## config.mk

```make
export PLATFORM = sky130hd
export DESIGN_NAME = std_fifo_stream_out
export DESIGN_NICKNAME = d
export VERILOG_FILES = /design/src/rtl/std_fifo_stream_out.sv
export SDC_FILE = /design/constraint.sdc
export NUM_CORES = 1
export LEC_CHECK = 0
export CAP_MARGIN = 40
export CORE_MARGIN = 2
export CORE_UTILIZATION = 44
export CTS_BUF_LIST = sky130_fd_sc_hd__clkbuf_8
export CTS_CLUSTER_SIZE = 25
export DETAILED_ROUTE_END_ITERATION = 8
export GPL_ROUTABILITY_DRIVEN = 1
export PLACE_DENSITY_LB_ADDON = 0.08
export SYNTH_ARGS = -nofsm -noshare
export SYNTH_HDL_FRONTEND = slang
export SYNTH_SLANG_ARGS = --single-unit
```

## constraint.sdc

```tcl
create_clock -name clk -period 2.1 [get_ports clk]
set_input_delay 0.315 -clock clk [delete_from_list [all_inputs] [get_ports clk]]
set_output_delay 0.315 -clock clk [all_outputs]
set_load 0.02 [all_outputs]
```

## src/rtl/std_fifo_stream_out.sv

```systemverilog
// Read-side adapter for std_fifo_sync: issues FIFO reads, tracks in-flight
// words and presents them as a valid/ready stream from a small ring buffer.
module std_fifo_stream_out #(
  parameter int DW     = 8,
  parameter int RD_LAT = 1,
  parameter int BUFD   = RD_LAT + 1,
  parameter int CW     = $clog2(BUFD + 1)
) (
  input  logic          clk,
  input  logic          reset_synced,
  input  logic          clear,
  output logic          fifo_rd_en,
  input  logic          fifo_rd_empty,
  input  logic [DW-1:0] fifo_rd_dout,
  output logic          m_valid,
  input  logic          m_ready,
  output logic [DW-1:0] m_data,
  output logic [CW-1:0] level
);

  localparam int PW = (BUFD > 2) ? $clog2(BUFD) : 1;

  logic [DW-1:0]     mem [BUFD];
  logic [PW-1:0]     wptr, rptr;
  logic [CW-1:0]     occ;
  logic [RD_LAT-1:0] pipe;
  logic [CW:0]       infl;
  logic [CW:0]       demand;
  logic              cap, pop;

  function automatic logic [PW-1:0] next_ptr(input logic [PW-1:0] p);
    return (p == PW'(BUFD - 1)) ? '0 : p + 1'b1;
  endfunction

  always_comb begin
    infl = '0;
    for (int unsigned i = 0; i < RD_LAT; i++) begin
      infl = infl + (CW+1)'(pipe[i]);
    end
  end

  assign cap     = pipe[RD_LAT-1];
  assign m_valid = (occ != '0);
  assign pop     = m_valid & m_ready;
  assign m_data  = mem[rptr];
  assign level   = occ;

  // Counting the word being popped this cycle as already gone keeps the
  // pipeline full under m_ready=1; pop <= occ so the subtraction never wraps.
  assign demand     = {1'b0, occ} + infl - (CW+1)'(pop);
  assign fifo_rd_en = reset_synced & ~clear & ~fifo_rd_empty &
                      (demand < (CW+1)'(BUFD));

  always_ff @(posedge clk or negedge reset_synced) begin
    if (!reset_synced) begin
      pipe <= '0;
      occ  <= '0;
      wptr <= '0;
      rptr <= '0;
      for (int unsigned i = 0; i < BUFD; i++) begin
        mem[i] <= '0;
      end
    end else if (clear) begin
      pipe <= '0;
      occ  <= '0;
      wptr <= '0;
      rptr <= '0;
    end else begin
      pipe[0] <= fifo_rd_en;
      for (int unsigned i = 1; i < RD_LAT; i++) begin
        pipe[i] <= pipe[i-1];
      end
      if (cap) begin
        mem[wptr] <= fifo_rd_dout;
        wptr      <= next_ptr(wptr);
      end
      if (pop) begin
        rptr <= next_ptr(rptr);
      end
      case ({cap, pop})
        2'b10:   occ <= occ + 1'b1;
        2'b01:   occ <= occ - 1'b1;
        default: occ <= occ;
      endcase
    end
  end

endmodule

```

==> impl_metrics.json <==
{
  "arrival_ns": 2.08,
  "wl_per_cell_um": 13.95,
  "numClockSinks": 21,
  "syn_to_final_growth_pct": 41.36,
  "setup_viol": 1,
  "finalHoldViolCount": 0,
  "grt_pass1_wl_mm": 3.243,
  "hold_path.class": "reg -> reg",
  "finalNonFillerCells": 139,
  "start_util_pct": 46.26,
  "synth-async-reset-ratio_pct": 100.0,
  "critPathLaunchType": "flip-flop",
  "clock.fmax_mhz": 417.3,
  "crit_path_end_kind": "output pin",
  "ys_warn_count": 0,
  "worstMarginPinSlew_ns": 0.2938,
  "relSlewSlack_pct": 80.35,
  "synthesis.area_um2": 1013,
  "hpwl_mm": 1.525,
  "rsz0062_at_grt": "yes",
  "grt_overflow": 0,
  "worst-r2r-setup-slack_ns": 0.31,
  "antenna_found_initial": 0,
  "grt_util_all_layers_pct": 17.00,
  "die_x_um": 52.00,
  "final_common_cell": "mux2_2",
  "h-tree-depth": 1,
  "seq_area_frac_synth_pct": 51.85,
  "rr_endpoint": "cap$_DFF_PN0_",
  "drt-initial-drc-count": 3,
  "synth_nets": 89,
  "post_cts.repair.setup_buffers": 0,
  "synthFlopType": "dfrtp_1",
  "r2r_cells": 6,
  "fin_ws_ns": -0.2963,
  "p_per_area_nw_per_um2": 1392,
  "row_count": 17,
  "dieArea_um2": 2703,
  "ys_ff_latch": 21,
  "cts_buffers": 3,
  "synth_edf_count": 0,
  "clkTransAtPathRegs_ns": 0.07,
  "p_sw_mw": 0.6851,
  "path_class": "reg -> out",
  "num-fill-cells": 178,
  "num_vias": 682,
  "die_h_um": 52.00,
  "drive_above_1_share_pct": 42.34,
  "synthDistinctLibCells": 21,
  "ant_nets": 0,
  "grt_max_degree": 22,
  "postCtsHoldBufs": 0,
  "crit_chain": "o21ai_2 > ha_1 > nand2b_4 > fa_1 > nand4bb_1 > nor2_4 > buf_6",
  "io_pins": 25,
  "antenna_cells": 0,
  "dr.pass1.iters": 4,
  "core_um2": 2191,
  "critical_path.top_delay_family": "adder cells",
  "clock_latency_ns": 0.25,
  "p_clk_share_pct": 12.5,
  "gp_congestion": 0.7090,
  "cap_violations": 0,
  "nNetsFinal": 128,
  "grt_pass1_vias": 726,
  "vdd_ir_drop_max_mv": 0.8144,
  "drc": 0,
  "min_to": "mem[15]$_DFFE_PN0P_",
  "viasPerCell": 4.906,
  "rr_startpoint": "level[0]$_DFFE_PN0P_",
  "p_seq_share_pct": 32.4,
  "wirelength_mm": 1.939,
  "numPortBuffers": 24,
  "violations": "setup timing",
  "p_sw_share_pct": 34.36,
  "cts_root_buf": "clkbuf_8",
  "min_period_ns": 2.396,
  "crit_buf_inv": 1,
  "synthCells": 73,
  "status": "finished, violations left",
  "combPwrFrac_pct": 55.1,
  "intPower_mw": 1.309,
  "syn_area_per_cell_um2": 13.88,
  "whs_path_depth": 1,
  "cts_max_path_buffers": 2,
  "min_period_over_period_pct": 114.1,
  "slew_viol_final": 0,
  "cts_tree": "built",
  "layout_common_cells": "mux2_2, clkdlybuf4s50_1, dfrtp_1",
  "leakage_nw": 0.6562,
  "finalPower_mw": 1.994,
  "final.setup_skew_ns": 0.003851,
  "hp-start": "mem[15]$_DFFE_PN0P_",
  "crit_fanout": 2,
  "cp.required_ns": 1.78,
  "cpPeakStageDelay_ns": 0.47,
  "dp_cells": 135,
  "slowest_stage": "fa_1"
}
==> how the worst max path moves through the flow <==
stage / slack [ns] / cells after the start / start / endpoint
2_1_floorplan: -0.1 / 6 / level[0]$_DFFE_PN0P_ / fifo_rd_en
3_3_place_gp: -0.82 / 8 / m_ready / fifo_rd_en
3_5_place_dp: -0.83 / 8 / m_ready / fifo_rd_en
4_1_cts: -0.34 / 7 / level[0]$_DFFE_PN0P_ / fifo_rd_en
5_1_grt: -0.41 / 7 / level[0]$_DFFE_PN0P_ / fifo_rd_en
6_report: -0.30 / 7 / level[0]$_DFFE_PN0P_ / fifo_rd_en
==> synth_stat cells, types with 2 or more instances <==
master / instances / area share, %
ha_1: 2 / 2.5
nor2_1: 6 / 2.2
xor2_1: 2 / 1.7
mux2_2: 24 / 27
inv_1: 2 / 0.74
xnor2_1: 2 / 1.7
dfrtp_1: 21 / 52
==> logic make-up after synthesis <==
logic type / Yosys count / synth area share (%)
muxes: 25 / 27.78
DFF: 21 / 51.85
and+or+nand+nor: 13 / 8.397
xor gates and xnor gates: 4 / 3.457
buffers and inverters: 4 / 1.604
AOI/OAI and AO/OA: 3 / 2.470
adders and majority gates: 3 / 4.444
==> layout make-up <==
| type | count | area [µm²] | area share, % |
|---|---|---|---|
| Inverter | 2 | 7.507 | 0.5240 |
| Timing Repair Buffer | 36 | 330.3 | 23.06 |
| Tap cell | 28 | 35.03 | 2.445 |
| Clock inverter | 1 | 3.754 | 0.2620 |
| Multi-Input combinational cell | 48 | 486.7 | 33.97 |
| Clock buffer | 3 | 41.29 | 2.882 |
| Sequential cell | 21 | 528.0 | 36.86 |
==> metal layers <==
| layer | up-vias | wire [µm] | global-route usage, % |
|---|---|---|---|
| met5 | - | 0 | 0 |
| met4 | 0 | 28 | 7.895 |
| met3 | 4 | 89 | 3.161 |
| met2 | 15 | 987 | 28.69 |
| met1 | 331 | 833 | 20.86 |
| li1 | 332 | - | - |
==> flip-flops by register name, summed over array words and instances, names as in the netlist <==
register	count
wptr	1
cap	1
rptr	1
level	2
mem	16
==> per-stage QoR <==
step | TNS, ns | hold slack [ns] | instance area (µm²) | utilization [%] | setup slack (ns)
2_1_floorplan | -0.09617 | 0.01941 | 1023 | - | -0.09617
3_3_place_gp | -0.8545 | 0.4764 | 1380 | 62.99 | -0.8232
3_5_place_dp | -0.9430 | 0.4876 | 1380 | 62.99 | -0.8254
4_1_cts | -0.3438 | 0.5065 | 1433 | 65.39 | -0.3438
5_1_grt | -0.4119 | 0.5126 | 1433 | 65.39 | -0.4119
6_report | -0.2963 | 0.5057 | 1433 | 65.39 | -0.2963
==> power groups by stage <==
| stage | Combinational (mW) | Sequential (mW) | Clock, mW |
|---|---|---|---|
| global route | 1.19 | 0.665 | 0.282 |
| CTS | 1.11 | 0.648 | 0.260 |
| floorplan | 0.613 | 0.673 | 0 |
| global placement | 1.07 | 0.643 | 0 |
| detailed placement | 1.10 | 0.656 | 0 |
| finish | 1.10 | 0.647 | 0.248 |
==> what timing repair did <==
action | in CTS | in global routing
endpoints found under the setup margin | 1 | 1
gates resized for setup | 8 | 0
pin swaps | 1 | 1
Power figures use the tool's default switching activity.
